File: src/rtl/button_debounce_pkg.sv
// Shared types and default constants for the button debounce front end.
// Imported by sync2 and button_debounce.
package debounce_pkg;

    typedef enum logic [1:0] {
        IDLE   = 2'd0,
        CHK_HI = 2'd1,
        HELD   = 2'd2,
        CHK_LO = 2'd3
    } deb_state_t;

    // 20 ms qualification, 0.5 s first repeat, 0.1 s repeat rate at 50 MHz
    localparam int DEB_CYCLES_DEF = 1000000;
    localparam int REP_DELAY_DEF  = 25000000;
    localparam int REP_PERIOD_DEF = 5000000;

    // Short qualification window so benches finish in a few dozen cycles
    localparam int SIM_DEB_CYCLES = 4;

    function automatic int max_int(input int a, input int b);
        return (a > b) ? a : b;
    endfunction

endpackage

File: src/rtl/button_debounce_sync2.sv
// Two-flop synchronizer for the raw button level; clears to 0 on reset.
module sync2
    import debounce_pkg::*;
(
    input  logic clk_sys_i,
    input  logic rst_b_i,
    input  logic d_i,
    output logic q_o
);

    logic [1:0] sync_q;
    logic [1:0] sync_d;

    assign sync_d = {sync_q[0], d_i};
    assign q_o    = sync_q[1];

    // Shift the asynchronous level through two stages
    always_ff @(posedge clk_sys_i) begin
        if (!rst_b_i) begin
            sync_q <= '0;
        end else begin
            sync_q <= sync_d;
        end
    end

endmodule

File: src/rtl/button_debounce.sv
// Button debounce: synchronizer, stable-sample qualification FSM, registered
// level/edge outputs and a strobe for the downstream enable flop.
// Build option: define BUTTON_DEBOUNCE_AUTOREPEAT_EN to add auto-repeat
// strobes while the button stays held.
//
// state  | meaning
// -------+----------------------------------------------------------
// IDLE   | stable low, waiting for a synchronized 1
// CHK_HI | counting consecutive 1 samples toward acceptance
// HELD   | stable high (Level=1)
// CHK_LO | counting consecutive 0 samples toward release (Level=1)
module button_debounce
    import debounce_pkg::*;
#(
    parameter int DEBOUNCE_CYCLES = DEB_CYCLES_DEF,
    parameter int REPEAT_DELAY    = REP_DELAY_DEF,
    parameter int REPEAT_PERIOD   = REP_PERIOD_DEF
) (
    input  logic clk_sys_i,
    input  logic rst_b_i,
    input  logic btn_i,
    output logic level_o,
    output logic rise_o,
    output logic fall_o,
    output logic strobe_o
);

    localparam int CNT_W = $clog2(DEBOUNCE_CYCLES + 1);
    localparam int REP_W = $clog2(max_int(REPEAT_DELAY, REPEAT_PERIOD) + 1);

    // The last sample is consumed by the transition itself, so the counter
    // only has to reach DEBOUNCE_CYCLES-1 before the accepting sample.
    localparam logic [CNT_W-1:0] CNT_LAST = CNT_W'(DEBOUNCE_CYCLES - 1);
    localparam logic [CNT_W-1:0] CNT_MAX  = CNT_W'(DEBOUNCE_CYCLES);

    // Reject configurations that cannot qualify or cannot hold a count
    if (DEBOUNCE_CYCLES < 2 || REP_W < 1) begin : g_bad_cfg
        $error("button_debounce: DEBOUNCE_CYCLES must be >= 2 and repeat widths non-zero");
    end

    logic             btn_s;
    deb_state_t       state_q, state_d;
    logic [CNT_W-1:0] cnt_q, cnt_d;
    logic             level_q, level_d;
    logic             rise_q, rise_d;
    logic             fall_q, fall_d;

    sync2 u_sync2 (
        .clk_sys_i (clk_sys_i),
        .rst_b_i   (rst_b_i),
        .d_i       (btn_i),
        .q_o       (btn_s)
    );

    // Qualification FSM: next state and debounce counter
    always_comb begin
        state_d = state_q;
        cnt_d   = cnt_q;
        unique case (state_q)
            IDLE: begin
                if (btn_s) begin
                    state_d = CHK_HI;
                    cnt_d   = CNT_W'(1);
                end
            end
            CHK_HI: begin
                if (!btn_s) begin
                    state_d = IDLE;
                    cnt_d   = '0;
                end else if (cnt_q >= CNT_LAST) begin
                    state_d = HELD;
                    cnt_d   = '0;
                end else if (cnt_q != CNT_MAX) begin
                    cnt_d = cnt_q + CNT_W'(1);
                end
            end
            HELD: begin
                if (!btn_s) begin
                    state_d = CHK_LO;
                    cnt_d   = CNT_W'(1);
                end
            end
            CHK_LO: begin
                if (btn_s) begin
                    state_d = HELD;
                    cnt_d   = '0;
                end else if (cnt_q >= CNT_LAST) begin
                    state_d = IDLE;
                    cnt_d   = '0;
                end else if (cnt_q != CNT_MAX) begin
                    cnt_d = cnt_q + CNT_W'(1);
                end
            end
            default: begin
                state_d = IDLE;
                cnt_d   = '0;
            end
        endcase
    end

    // Output decode from the upcoming state so the outputs are registered
    always_comb begin
        level_d = (state_d == HELD) || (state_d == CHK_LO);
        rise_d  = (state_q == CHK_HI) && (state_d == HELD);
        fall_d  = (state_q == CHK_LO) && (state_d == IDLE);
    end

    // State, counter and output registers
    always_ff @(posedge clk_sys_i) begin
        if (!rst_b_i) begin
            state_q <= IDLE;
            cnt_q   <= '0;
            level_q <= 1'b0;
            rise_q  <= 1'b0;
            fall_q  <= 1'b0;
        end else begin
            state_q <= state_d;
            cnt_q   <= cnt_d;
            level_q <= level_d;
            rise_q  <= rise_d;
            fall_q  <= fall_d;
        end
    end

    assign level_o = level_q;
    assign rise_o  = rise_q;
    assign fall_o  = fall_q;

`ifdef BUTTON_DEBOUNCE_AUTOREPEAT_EN
    logic [REP_W-1:0] rep_cnt_q, rep_cnt_d;
    logic             rep_first_q, rep_first_d;
    logic             rep_stb_q, rep_stb_d;
    logic             hold_run;

    // The hold persists across CHK_LO bounces; only a return to IDLE ends it
    assign hold_run = ((state_q == HELD) || (state_q == CHK_LO)) &&
                      ((state_d == HELD) || (state_d == CHK_LO));

    // Repeat timer: counts cycles since Rise or the previous repeat strobe
    always_comb begin
        rep_cnt_d   = '0;
        rep_first_d = 1'b1;
        rep_stb_d   = 1'b0;
        if (rise_d) begin
            rep_cnt_d   = REP_W'(1);
            rep_first_d = 1'b1;
        end else if (hold_run) begin
            rep_first_d = rep_first_q;
            if (rep_cnt_q == (rep_first_q ? REP_W'(REPEAT_DELAY) : REP_W'(REPEAT_PERIOD))) begin
                rep_stb_d   = 1'b1;
                rep_cnt_d   = REP_W'(1);
                rep_first_d = 1'b0;
            end else begin
                rep_cnt_d = rep_cnt_q + REP_W'(1);
            end
        end
    end

    // Repeat timer registers
    always_ff @(posedge clk_sys_i) begin
        if (!rst_b_i) begin
            rep_cnt_q   <= '0;
            rep_first_q <= 1'b1;
            rep_stb_q   <= 1'b0;
        end else begin
            rep_cnt_q   <= rep_cnt_d;
            rep_first_q <= rep_first_d;
            rep_stb_q   <= rep_stb_d;
        end
    end

    assign strobe_o = rise_q | rep_stb_q;
`else
    assign strobe_o = rise_q;
`endif

endmodule

File: config.mk
export PLATFORM = sky130hd
export DESIGN_NAME = button_debounce
export DESIGN_NICKNAME = d
export VERILOG_FILES = /design/src/rtl/button_debounce_pkg.sv /design/src/rtl/button_debounce_sync2.sv /design/src/rtl/button_debounce.sv
export SDC_FILE = /design/constraint.sdc
export NUM_CORES = 1
export LEC_CHECK = 0
export ABC_AREA = 1
export BUFFER_PORTS_ARGS = -buffer_cell sky130_fd_sc_hd__buf_2
export CAP_MARGIN = 20
export CORE_MARGIN = 2
export CORE_UTILIZATION = 59
export CTS_CLUSTER_DIAMETER = 40
export DETAILED_ROUTE_END_ITERATION = 7
export GPL_ROUTABILITY_DRIVEN = 1
export PLACE_DENSITY = 0.88
export REMOVE_ABC_BUFFERS = 1
export SETUP_SLACK_MARGIN = 0.02
export SLEW_MARGIN = 5
export SYNTH_ARGS = -nofsm -noshare
export SYNTH_HDL_FRONTEND = slang
export SYNTH_SLANG_ARGS = --single-unit
File: constraint.sdc
create_clock -name clk_sys_i -period 4.1 [get_ports clk_sys_i]
set_input_delay 0.41 -clock clk_sys_i [delete_from_list [all_inputs] [get_ports clk_sys_i]]
set_output_delay 0.41 -clock clk_sys_i [all_outputs]
set_load 0.02 [all_outputs]
==> impl_metrics.json <==
{
  "outcome": "finished clean",
  "drtIter0Drc": 41,
  "drv_slew": 0,
  "synth.top_cell.area_share_pct": 34.32,
  "crit_path_start_kind": "flop",
  "final-hold-violation-count": 0,
  "crit_path_max_fanout": 8,
  "fillers": 223,
  "num_vias": 1364,
  "grt_pass1_wl_um": 4554,
  "seqCellArea_um2": 520.5,
  "num_antenna_cells": 0,
  "path_delay_family": "simple AND/OR/NAND/NOR gates",
  "drive_gt1_share_pct": 14.58,
  "tns_ns": 0,
  "fin_nets": 246,
  "cts_max_path_buffers": 2,
  "fin_crit_ns": 1.607,
  "place.gp.congestion": 0.8716,
  "ctsHoldBuffers": 0,
  "syn_inst": 233,
  "numPortBuffers": 6,
  "antenna_found_initial": 0,
  "yosys.area.top_type": "dfxtp_1",
  "crit_type": "reg -> reg",
  "ios": 7,
  "die_area_um2": 2992,
  "ir_worst_vdd_mv": 0.2169,
  "seqPwrFrac_pct": 56.0,
  "grt_pass1_vias": 1087,
  "grt_use_total_pct": 21.34,
  "ys_seq_area_share_pct": 34.32,
  "viasPerCell": 5.052,
  "multi_input_area_um2": 834.6,
  "relSlewSlack_pct": 83.31,
  "hold_path.class": "in -> reg",
  "fp.dieW_um": 54.70,
  "cts_tree": "built",
  "yosys_warnings": 0,
  "place_hpwl_um": 2263,
  "coreArea_um2": 2455,
  "p_int_mw": 0.3608,
  "htreeDepth": 1,
  "insertion_delay_ns": 0.33,
  "cts_root_buf": "clkbuf_4",
  "synth.avg_cell_area_um2": 6.508,
  "finalCritPeriodShare_pct": 39.19,
  "cap_violations": 0,
  "power.leakage_nw": 0.6895,
  "row_count": 18,
  "switchingPower_mw": 0.09773,
  "required_ns": 4.33,
  "die_height_um": 54.70,
  "grt_max_degree": 16,
  "path_cells": "inv_1 > ha_1 > nand3_1 > nor2_1 > nand3_2 > nand2_2 > inv_2 > nand2_1 > nand2_1 > nand2_1 > nor2_1",
  "yosys-top-cells-count": "nand2_1, inv_1, nor2_1",
  "p_comb_share_pct": 5.2,
  "fin_ws_ns": 2.493,
  "syn_to_final_growth_pct": 6.436,
  "wl_per_cell_um": 10.80,
  "rsz0062_at_grt": "no",
  "grt-ovfl-total": 0,
  "postSynth.asyncResetShare_pct": 0,
  "synthDistinctLibCells": 24,
  "cp_slowest_stage_delay_ns": 0.35,
  "routed_wl_um": 2917,
  "finalSetupViolations": 0,
  "drc_errors": 0,
  "synth.most_common_cell": "nand2_1",
  "crit_slowest_cell": "dfxtp_1",
  "pre_cts_ws_ns": 2.503,
  "worstMarginPinSlew_ns": 0.2501,
  "powerDensity_nw_per_um2": 284.1,
  "fin_area_um2": 1614,
  "arrival_ns": 1.84,
  "synth_edf_count": 0,
  "finalClockSkew_ns": 0.005488,
  "pwr-share-clk_pct": 38.8,
  "cp.buffers_inverters": 2,
  "synth-main-ff-cell": "dfxtp_1",
  "start_util_pct": 61.77,
  "drt-pass1-iter-count": 6,
  "placed_area_um2": 1562,
  "clock-sinks": 26,
  "cts_setup_buffers": 0,
  "cts_resized": 0,
  "clkSlewWorstSetupHoldPaths_ns": 0.15,
  "cts-buffers-inserted": 3,
  "synth-seq-cells": 26,
  "fmax_mhz": 622.3,
  "yosys-top-cells-area": "dfxtp_1, nand2_1, inv_1",
  "switching_share_pct": 21.32,
  "crit_top_cell": "nand2_1",
  "drtAntennaViolNets": 0,
  "netlist_area_um2": 1516,
  "cp-end-kind": "flop"
}
-- worst min-delay path: cells and delay by family --
family / cells / cell delay, ns
buffers and inverters: 2 / 0.11
and+or+nand+nor: 1 / 0.04
-- state kept, by name, summed over array words and instances, names as in the netlist --
| signal | count |
|---|---|
| rise_o | 1 |
| fall_o | 1 |
| state_q | 2 |
| u_sync2.sync_q | 2 |
| cnt_q | 20 |
-- layout by cell type (no fill, tap or decap), types with 2 or more instances in the layout --
cell / count
nand2_4: 2
nand4_1: 5
nand3_1: 17
nor2_1: 30
nand3_2: 5
nand2_1: 65
nor2_2: 6
a21oi_1: 7
dfxtp_1: 26
clkbuf_4: 3
inv_2: 3
inv_1: 34
nor2_4: 3
o21ai_1: 2
o21ai_0: 5
buf_2: 6
nand2_2: 4
xor2_1: 5
nor3_1: 6
ha_1: 2
-- cell families after synthesis --
group | count (synthesis) | synth area share (%)
compound gates | 16 | 5.610
xor+xnor | 5 | 2.888
fa+ha+maj | 2 | 1.650
buf+inv | 40 | 10.64
flops | 26 | 34.32
simple gates | 144 | 44.88
-- cell type report --
| class | count | area share [%] |
|---|---|---|
| clock buffer | 3 | 1.395 |
| clock inverter | 1 | 1.860 |
| inverter | 37 | 8.605 |
| multi-input combinational | 167 | 51.71 |
| sequential | 26 | 32.25 |
| tap | 30 | 2.326 |
| timing repair buffer | 6 | 1.860 |
-- power groups by stage --
stage,combinational (mW),sequential (mW),clock (mW)
floorplan,0.0171,0.262,0
global placement,0.0238,0.262,0
detailed placement,0.0241,0.262,0
CTS,0.0243,0.257,0.181
global route,0.0270,0.257,0.189
finish,0.0240,0.257,0.178
-- final timing paths --
kind | from | end | slack (ns) | cells after the start
max | cnt_q[0] | cnt_q[2] | 2.49 | 11
min | btn_i | u_sync2.sync_q[0] | 0.25 | 3
max reg2reg | cnt_q[0] | cnt_q[2] | 2.49 | 11
min reg2reg | u_sync2.sync_q[0] | u_sync2.sync_q[1] | 0.43 | 2
-- metrics by stage --
step                instances  hold slack [ns]  utilization, %  total power, mW
finish                    270           0.2541           65.75           0.4585
global route              270           0.2509           65.75           0.4735
CTS                       270           0.2495           65.75           0.4619
detailed placement        266           0.4041           63.61           0.2863
global placement          266           0.3936           63.61           0.2859
floorplan                 230           0.3900               -           0.2789
-- layer usage --
metal	global-route usage, %	vias up	wire (um)
met1	27.55	597	1401
met5	0	-	0
met3	2.459	4	120
met4	7.500	0	34
met2	36.31	26	1362
li1	-	737	-
Note: power is estimated with default switching activity, not from simulation.
